[config.mk]
export PLATFORM = sky130hd
export DESIGN_NAME = axil_uart_tx_responder
export DESIGN_NICKNAME = d
export VERILOG_FILES = /design/src/rtl/uart_periph_pkg.sv /design/src/rtl/uart_tx_fifo.sv /design/src/rtl/axil_uart_tx_responder.sv
export SDC_FILE = /design/constraint.sdc
export NUM_CORES = 1
export LEC_CHECK = 0
export BUFFER_PORTS_ARGS = -buffer_cell sky130_fd_sc_hd__buf_4
export CORE_MARGIN = 2
export CORE_UTILIZATION = 49
export CTS_CLUSTER_SIZE = 25
export DETAILED_ROUTE_END_ITERATION = 6
export PLACE_DENSITY = 0.74
export SETUP_SLACK_MARGIN = 0.1
export SLEW_MARGIN = 20
export SYNTH_ARGS = -nofsm -noshare
export SYNTH_HDL_FRONTEND = slang
export SYNTH_SLANG_ARGS = --single-unit
[constraint.sdc]
create_clock -name clk -period 3.36 [get_ports clk]
set_clock_uncertainty 0.15 [all_clocks]
set_input_delay 0.168 -clock clk [delete_from_list [all_inputs] [get_ports clk]]
set_output_delay 0.168 -clock clk [all_outputs]
set_load 0.03 [all_outputs]
[src/rtl/uart_periph_pkg.sv]
// Shared register offsets, AXI response codes and serializer state encoding
// for the UART transmit peripheral.
package uart_periph_pkg;

    localparam logic [31:0] TX_DATA_OFF = 32'h0000_1000;
    localparam logic [31:0] STATUS_OFF  = 32'h0000_1004;

    localparam logic [1:0] RESP_OKAY   = 2'b00;
    localparam logic [1:0] RESP_SLVERR = 2'b10;

    typedef enum logic [1:0] {
        TX_IDLE  = 2'd0,
        TX_START = 2'd1,
        TX_DATA  = 2'd2,
        TX_STOP  = 2'd3
    } uart_tx_state_t;

    function automatic logic [31:0] status_word(input logic full, input logic empty,
                                                input logic idle);
        return {29'd0, idle, empty, full};
    endfunction

endpackage

[src/rtl/uart_tx_fifo.sv]
// Byte FIFO feeding the UART serializer; a push into a full FIFO is accepted
// when a pop happens in the same cycle.
module uart_tx_fifo #(
    parameter int DEPTH = 16
) (
    input  logic       clk,
    input  logic       rst,
    input  logic       push_i,
    input  logic [7:0] push_data_i,
    input  logic       pop_i,
    output logic [7:0] pop_data_o,
    output logic       full_o,
    output logic       empty_o
);

    localparam int AW = $clog2(DEPTH);

    logic [AW:0] wr_ptr_q;
    logic [AW:0] rd_ptr_q;
    logic [7:0]  mem_q [DEPTH];
    logic        do_push;
    logic        do_pop;

    // Extra pointer MSB distinguishes full from empty when the indices match.
    assign empty_o    = (wr_ptr_q == rd_ptr_q);
    assign full_o     = (wr_ptr_q[AW] != rd_ptr_q[AW]) &&
                        (wr_ptr_q[AW-1:0] == rd_ptr_q[AW-1:0]);
    assign pop_data_o = mem_q[rd_ptr_q[AW-1:0]];

    assign do_pop  = pop_i && !empty_o;
    assign do_push = push_i && (!full_o || do_pop);

    always_ff @(posedge clk) begin
        if (rst) begin
            wr_ptr_q <= '0;
            rd_ptr_q <= '0;
        end else begin
            if (do_push) wr_ptr_q <= wr_ptr_q + 1'b1;
            if (do_pop)  rd_ptr_q <= rd_ptr_q + 1'b1;
        end
    end

    always_ff @(posedge clk) begin
        if (do_push) mem_q[wr_ptr_q[AW-1:0]] <= push_data_i;
    end

endmodule

[src/rtl/axil_uart_tx_responder.sv]
// AXI4-Lite slave exposing a UART transmitter: TX_DATA pushes bytes into a
// FIFO, STATUS reports FIFO/line state, and an 8N1 serializer drives sout.
//
//  state    | meaning
//  TX_IDLE  | line high, pops the next byte when the FIFO has one
//  TX_START | start bit (sout=0) for CLKS_PER_BIT cycles
//  TX_DATA  | 8 data bits LSB first, CLKS_PER_BIT cycles each
//  TX_STOP  | stop bit (sout=1) for CLKS_PER_BIT cycles
module axil_uart_tx_responder
    import uart_periph_pkg::*;
#(
    parameter int CLKS_PER_BIT = 16,
    parameter int FIFO_DEPTH   = 16,
    parameter int ADDR_W       = 13
) (
    input  logic              clk,
    input  logic              rst,
    input  logic [ADDR_W-1:0] awaddr,
    input  logic              awvalid,
    output logic              awready,
    input  logic [31:0]       wdata,
    input  logic [3:0]        wstrb,
    input  logic              wvalid,
    output logic              wready,
    output logic [1:0]        bresp,
    output logic              bvalid,
    input  logic              bready,
    input  logic [ADDR_W-1:0] araddr,
    input  logic              arvalid,
    output logic              arready,
    output logic [31:0]       rdata,
    output logic [1:0]        rresp,
    output logic              rvalid,
    input  logic              rready,
    output logic              sout
);

    localparam logic [ADDR_W-1:0] TX_OFF  = ADDR_W'(TX_DATA_OFF);
    localparam logic [ADDR_W-1:0] STS_OFF = ADDR_W'(STATUS_OFF);
    localparam logic [15:0]       BAUD_LAST = 16'(CLKS_PER_BIT - 1);

    logic              aw_held_q;
    logic [ADDR_W-1:0] aw_addr_q;
    logic              w_held_q;
    logic [7:0]        w_data_q;
    logic              w_strb0_q;
    logic              bvalid_q;
    logic [1:0]        bresp_q;
    logic              rvalid_q;
    logic [31:0]       rdata_q;
    logic [1:0]        rresp_q;

    uart_tx_state_t    state_q, state_d;
    logic [15:0]       baud_q, baud_d;
    logic [2:0]        bit_q, bit_d;
    logic [7:0]        shift_q, shift_d;

    logic              fifo_full;
    logic              fifo_empty;
    logic [7:0]        fifo_rdata;
    logic              fifo_pop;
    logic              fifo_push;
    logic              aw_is_tx;
    logic              aw_is_sts;
    logic              push_req;
    logic              wr_commit;
    logic              tx_idle;
    logic              baud_done;
    logic              unused_wr_bits;

    assign unused_wr_bits = ^{wdata[31:8], wstrb[3:1]};

    assign awready = !aw_held_q;
    assign wready  = !w_held_q;
    assign bvalid  = bvalid_q;
    assign bresp   = bresp_q;
    assign arready = !rvalid_q;
    assign rvalid  = rvalid_q;
    assign rdata   = rdata_q;
    assign rresp   = rresp_q;

    assign aw_is_tx  = (aw_addr_q == TX_OFF);
    assign aw_is_sts = (aw_addr_q == STS_OFF);
    assign push_req  = aw_is_tx && w_strb0_q;
    assign fifo_pop  = (state_q == TX_IDLE) && !fifo_empty;

    // A push into a full FIFO stalls the B response unless a pop frees a slot now.
    assign wr_commit = aw_held_q && w_held_q && !bvalid_q &&
                       (!push_req || !fifo_full || fifo_pop);
    assign fifo_push = wr_commit && push_req;

    assign tx_idle   = fifo_empty && (state_q == TX_IDLE);

    uart_tx_fifo #(
        .DEPTH(FIFO_DEPTH)
    ) u_fifo (
        .clk        (clk),
        .rst        (rst),
        .push_i     (fifo_push),
        .push_data_i(w_data_q),
        .pop_i      (fifo_pop),
        .pop_data_o (fifo_rdata),
        .full_o     (fifo_full),
        .empty_o    (fifo_empty)
    );

    always_ff @(posedge clk) begin
        if (rst) begin
            aw_held_q <= 1'b0;
            aw_addr_q <= '0;
            w_held_q  <= 1'b0;
            w_data_q  <= '0;
            w_strb0_q <= 1'b0;
            bvalid_q  <= 1'b0;
            bresp_q   <= RESP_OKAY;
        end else begin
            if (awvalid && awready) begin
                aw_held_q <= 1'b1;
                aw_addr_q <= awaddr;
            end
            if (wvalid && wready) begin
                w_held_q  <= 1'b1;
                w_data_q  <= wdata[7:0];
                w_strb0_q <= wstrb[0];
            end
            if (wr_commit) begin
                aw_held_q <= 1'b0;
                w_held_q  <= 1'b0;
                bvalid_q  <= 1'b1;
                bresp_q   <= (aw_is_tx || aw_is_sts) ? RESP_OKAY : RESP_SLVERR;
            end else if (bvalid_q && bready) begin
                bvalid_q <= 1'b0;
            end
        end
    end

    always_ff @(posedge clk) begin
        if (rst) begin
            rvalid_q <= 1'b0;
            rdata_q  <= '0;
            rresp_q  <= RESP_OKAY;
        end else if (arvalid && arready) begin
            rvalid_q <= 1'b1;
            if (araddr == TX_OFF) begin
                rdata_q <= '0;
                rresp_q <= RESP_OKAY;
            end else if (araddr == STS_OFF) begin
                rdata_q <= status_word(fifo_full, fifo_empty, tx_idle);
                rresp_q <= RESP_OKAY;
            end else begin
                rdata_q <= '0;
                rresp_q <= RESP_SLVERR;
            end
        end else if (rvalid_q && rready) begin
            rvalid_q <= 1'b0;
        end
    end

    always_ff @(posedge clk) begin
        if (rst) begin
            state_q <= TX_IDLE;
            baud_q  <= '0;
            bit_q   <= '0;
            shift_q <= '0;
        end else begin
            state_q <= state_d;
            baud_q  <= baud_d;
            bit_q   <= bit_d;
            shift_q <= shift_d;
        end
    end

    assign baud_done = (baud_q == BAUD_LAST);

    always_comb begin
        state_d = state_q;
        baud_d  = baud_q;
        bit_d   = bit_q;
        shift_d = shift_q;
        case (state_q)
            TX_IDLE: begin
                if (!fifo_empty) begin
                    shift_d = fifo_rdata;
                    state_d = TX_START;
                    baud_d  = '0;
                    bit_d   = '0;
                end
            end
            TX_START: begin
                if (baud_done) begin
                    state_d = TX_DATA;
                    baud_d  = '0;
                end else begin
                    baud_d = baud_q + 16'd1;
                end
            end
            TX_DATA: begin
                if (baud_done) begin
                    baud_d  = '0;
                    shift_d = {1'b0, shift_q[7:1]};
                    bit_d   = bit_q + 3'd1;
                    if (bit_q == 3'd7) state_d = TX_STOP;
                end else begin
                    baud_d = baud_q + 16'd1;
                end
            end
            TX_STOP: begin
                if (baud_done) begin
                    state_d = TX_IDLE;
                    baud_d  = '0;
                end else begin
                    baud_d = baud_q + 16'd1;
                end
            end
            default: begin
                state_d = TX_IDLE;
                baud_d  = '0;
            end
        endcase
    end

    assign sout = (state_q == TX_START) ? 1'b0 :
                  (state_q == TX_DATA)  ? shift_q[0] : 1'b1;

endmodule

Yosys cells after proc, flatten, opt, wreduce, memory -nomap -nowiden --
Memories as Yosys holds them, arrays and structs flattened. A register that Yosys moved wholly into a read port is not among the register bits. Cells that the tools add are included.
Storage, ports and cells: flip-flop bits (word level) 101, bits in writable memories 128, bits of input ports 69, output and inout bits 42, word-level logic and storage cells 102, memories kept 1
Operators by class: add/sub/neg operators 4, eq/ne operators 17, multiplexer cells 30, reduce and logical (&&, ||, !) cells 34
Memory list:
- u_fifo.mem_q | words 16, width 8, rd ports 1, clocked after Yosys merged registers in 1, wr ports 1, line uart_tx_fifo.sv:20 | logic [7:0] mem_q [DEPTH];
Operator list (number):
- == test 13 bit (second input constant) | 4
- 2-to-1 mux 16 bit | 2
- one-hot mux 16 bit (2 select lines) | 1
- adder 16 x 1 -> 16 bit (second input constant) | 1
- == test 16 x 4 -> 1 bit (second input constant) | 1
- 2-to-1 mux 2 bit | 8
- 2-to-1 mux 8 bit | 2
- one-hot mux 8 bit (2 select lines) | 1
- logical AND 1 bit | 15
- 2-to-1 mux 3 bit | 4
- adder 5 x 1 -> 5 bit (second input constant) | 2
- inequality test 2 bit (second input constant) | 5
- 2-to-1 mux 1 bit | 8
- 2-to-1 mux 4 bit | 2
- one-hot mux 2 bit (4 select lines) | 1
- logical NOT 1 bit | 7
- one-hot mux 3 bit (2 select lines) | 1
- nonzero test 2 bit | 3
- == test 5 bit | 1
- AND reduction 5 bit | 1
- == test 2 bit (second input constant) | 2
- == test 4 bit | 1
- logical OR 1 bit | 4
- adder 3 x 1 -> 3 bit (second input constant) | 1
- 7 further kinds | 7

Depth between registers and ports, before layout --
depth in word-level cells 10, depth in mapped cells 9, depth with buffers taken out 7

Cells and area by module --
A second synthesis with hierarchy kept.
Unflattened totals: cell total of the unflattened synthesis 644, area total of the unflattened synthesis 8799.7 um^2
Modules (own cells, without submodules):
- uart_tx_fifo | times used 1, cells each 263, area each 5711.7 um^2, seq. area each 4124.0 um^2
- axil_uart_tx_responder | times used 1, cells each 381, area each 3088.0 um^2, seq. area each 1201.2 um^2

Worst setup path before layout --
OpenSTA, ideal clock, no wires.
path kind reg2reg, start point register aw_addr_q[1], end point memory u_fifo.mem_q[0][0], enable pin, library setup time 0.383 ns, data arrival time 2.144 ns, data required time 2.827 ns, path slack 0.683 ns, stages on the path, launching flop included 6, path buffers 0, period minus slack after synthesis 2.677 ns, path through dfxtp_1 or4b_4 nor4_4 o311a_2 nand2_1 nor3_1
Between the ends: cells in the longest elaborated chain, start to end 10
Ends and longest elaborated chain:
- start, declared | line axil_uart_tx_responder.sv:43 | logic [ADDR_W-1:0] aw_addr_q;
- start signal, assigned | line axil_uart_tx_responder.sv:119 | aw_addr_q <= awaddr;
- == test 13 bit (*) | line axil_uart_tx_responder.sv:82 | assign aw_is_tx = (aw_addr_q == TX_OFF);
- logical AND 1 bit (*) | line axil_uart_tx_responder.sv:84 | assign push_req = aw_is_tx && w_strb0_q;
- logical NOT 1 bit | line axil_uart_tx_responder.sv:89 | (!push_req || !fifo_full || fifo_pop);
- logical OR 1 bit (2 in a row) | line axil_uart_tx_responder.sv:89
- logical AND 1 bit | line axil_uart_tx_responder.sv:88 | assign wr_commit = aw_held_q && w_held_q && !bvalid_q &&
- logical AND 1 bit (*) | line axil_uart_tx_responder.sv:90 | assign fifo_push = wr_commit && push_req;
- logical AND 1 bit (*) | line uart_tx_fifo.sv:31 | assign do_push = push_i && (!full_o || do_pop);
- 2-to-1 mux 1 bit (*) | line uart_tx_fifo.sv:44 | if (do_push) mem_q[wr_ptr_q[AW-1:0]] <= push_data_i;
- 2-to-1 mux 1 bit (not written as such) (*) | line uart_tx_fifo.sv:44
- end, declared | line uart_tx_fifo.sv:20
Every way passes the cells marked *; elsewhere a longest branch is shown, timed or not.

Final worst setup path --
start point register aw_addr_q[1], end point memory u_fifo.mem_q[13][5], enable pin
Same word-level chain as after synthesis.

==> out/qor.txt <==
status - complete, no violations
leakage power - 3.59 nW
max cap viols - 0
met3 routed WL - 1020 um
Max Slew Vio Count - 0
worst hold path class - input pin to flop
count of state elements after synthesis - 202
synth top area cells - edfxtp_1 45%, dfxtp_1 17%, mux4_2 6.3%
kind of critical path - flop to flop
CP required - 3330 ps
Area after DPL - 9180 sq um
Std-Cell Rows - 48
# resized after CTS - 0
global-route wire length before repair - 29000 um
Root Driver - clkbuf_16
Cells after Synth - 682
total negative slack - 0 ps
Peak Freq - 352 MHz
RSZ-0062 raised after global routing - no
Post-synth EDFFs - 128
PwrDens - 616 nW/um^2
Die W - 136 um
Ant. Diodes - 0
Die H - 136 um
Critical Path Source Type - flop
DR WL/cell - 18.0 um
GP Congestion - 0.810
post-DP HPWL - 11700 um
share of the synthesized area in the top cell type - 44.7%
sequential share of the synthesized area - 62.0%
Crit. End Element - flop
met2 wire len - 9230 um
fraction of registers with async set/reset - 0%
post-route insts no fill - 1016
final WL - 18300 um
Most used DFF post-synth - edfxtp_1
Max Used Layer - met4
min cycle time layout - 2840 ps
initial antenna violation count - 0
Die ar. - 18600 sq um
post-route antenna net violation count - 0
CP max FO - 8
yosys warns - 0
Max VDD drop - 412 uV
# IOs - 111
Synth Cell Area - 8590 sq um
Final period util - 84.7%
total power draw - 6.29 mW
final core utilization - 59.2%
vias in the first global route - 5643
dpl ws - 509 ps
share of layout cells above drive strength 1 - 20.0%
DRC - 0
most frequent cell after synthesis - edfxtp_1
initial core utilization - 49.8%
Final Cell Area - 10200 sq um
synth unique cells - 58
Hold Violations, Final - 0
area grow syn2layout - 18.8%
slew margin rel. - 31.8%
TritonCTS buffer count - 21
# H-tree levels - 1
CTS Sinks - 202
clock-pin slew on the worst setup and hold paths - 60 ps
syn avg cell area - 12.6 sq um
M1 WL - 7550 um
synth cell count leaders - 128 x edfxtp_1, 81 x nand2_1, 74 x dfxtp_1
Vias - 5732
final setup vio count - 0
clk_lat worst skew - 490 ps
Iter 0 DRT Violations - 525
Final WS setup - 515 ps
DP Cell Count - 948
biggest area consumer among synthesized cells - edfxtp_1
CTS tree - built
port bufs - 52
overall routing resource usage - 20.1%
Slew @ Worst Pin - 1010 ps
First-pass DRT Iterations - 5
postcts setup bufs - 0
CP Data Arrival Time - 2810 ps
hold_ws - 47.7 ps
gr ovfl total - 0
fin nets - 858
largest net degree at the start of global routing - 73
CORE AREA - 17200 sq um
Max Buffers Root-to-Sink - 3
Via density - 5.64
==> routing by layer <==
metal | global-route usage (%) | vias up
li1 | - | 2673
met1 | 27.0 | 2797
met2 | 33.7 | 236
met3 | 2.35 | 26
met4 | 7.35 | 0
met5 | 0 | -
==> cells in the final DEF (no fill, tap or decap), types with 8 or more instances in the layout <==
| cell type | count |
|---|---|
| nor2_1 | 47 |
| a211oi_1 | 8 |
| ha_1 | 13 |
| nor3_1 | 17 |
| nor2b_1 | 10 |
| buf_4 | 75 |
| nand2b_1 | 8 |
| o22ai_1 | 17 |
| inv_1 | 17 |
| mux2_2 | 14 |
| conb_1 | 31 |
| dfxtp_1 | 73 |
| dlygate4sd3_1 | 30 |
| mux4_2 | 24 |
| nor4_1 | 10 |
| a21oi_1 | 47 |
| edfxtp_1 | 128 |
| nand2_1 | 81 |
| clkbuf_16 | 21 |
| o21ai_0 | 16 |
| a311oi_1 | 10 |
==> flip-flops by register name, summed over array words and instances (netlist names), 2 cells and up, named ones only <==
signal and flops:
u_fifo.mem_q 128, baud_q 16, aw_addr_q 13, shift_q 8
w_data_q 8, u_fifo.rd_ptr_q 5, u_fifo.wr_ptr_q 5, bit_q 3
rdata 3, state_q 2
==> final cells by class <==
type                    count  area [sq um]
clock buffers              29           606
well taps                 225           282
inverters                  17          63.8
clock inverters             9           124
repair buffers            106           883
flip-flops and latches    202          5330
fillers                  1264          7030
multi-input cells         428          2920
==> worst max-delay path: stages, from the launching register on <==
cell and delay [ps]:
dfxtp_1 310, or4b_4 550, nor4_4 370, o311a_2 300, nand2_1 160, nor2_1 620
==> final timing paths <==
kind	startpoint	endpoint	slack (ps)	depth (start not counted)
worst max register to register	aw_addr_q[1]	u_fifo.mem_q[13][5]	520	5
worst min-delay path	araddr[9]	rdata[1]	50	6
worst min register to register	aw_addr_q[2]	aw_addr_q[2]	310	2
worst max-delay path	aw_addr_q[1]	u_fifo.mem_q[13][5]	520	5
==> cells by family (layout without fill, tap and decap cells) <==
family	Yosys count	after routing	share of synthesized area (%)
AOI/OAI and AO/OA	126	126	9.48
xor gates and xnor gates	10	10	1.02
adders and majority gates	13	13	1.89
buffers and inverters	82	161	5.29
DFF	202	202	62.0
muxes	41	41	8.48
other	1	31	0.0437
and+or+nand+nor	207	207	11.8
==> where the power goes <==
group | internal, mW | switching, mW
clock | 1.49 | 0.908
sequential | 2.72 | 0.0795
combinational | 0.439 | 0.658
total | 4.64 | 1.65
==> what timing repair did <==
item,CTS,global route
setup endpoints to repair,0,0
hold buffers,30,0
hold endpoints to repair,30,0
Power figures use the tool's default switching activity.
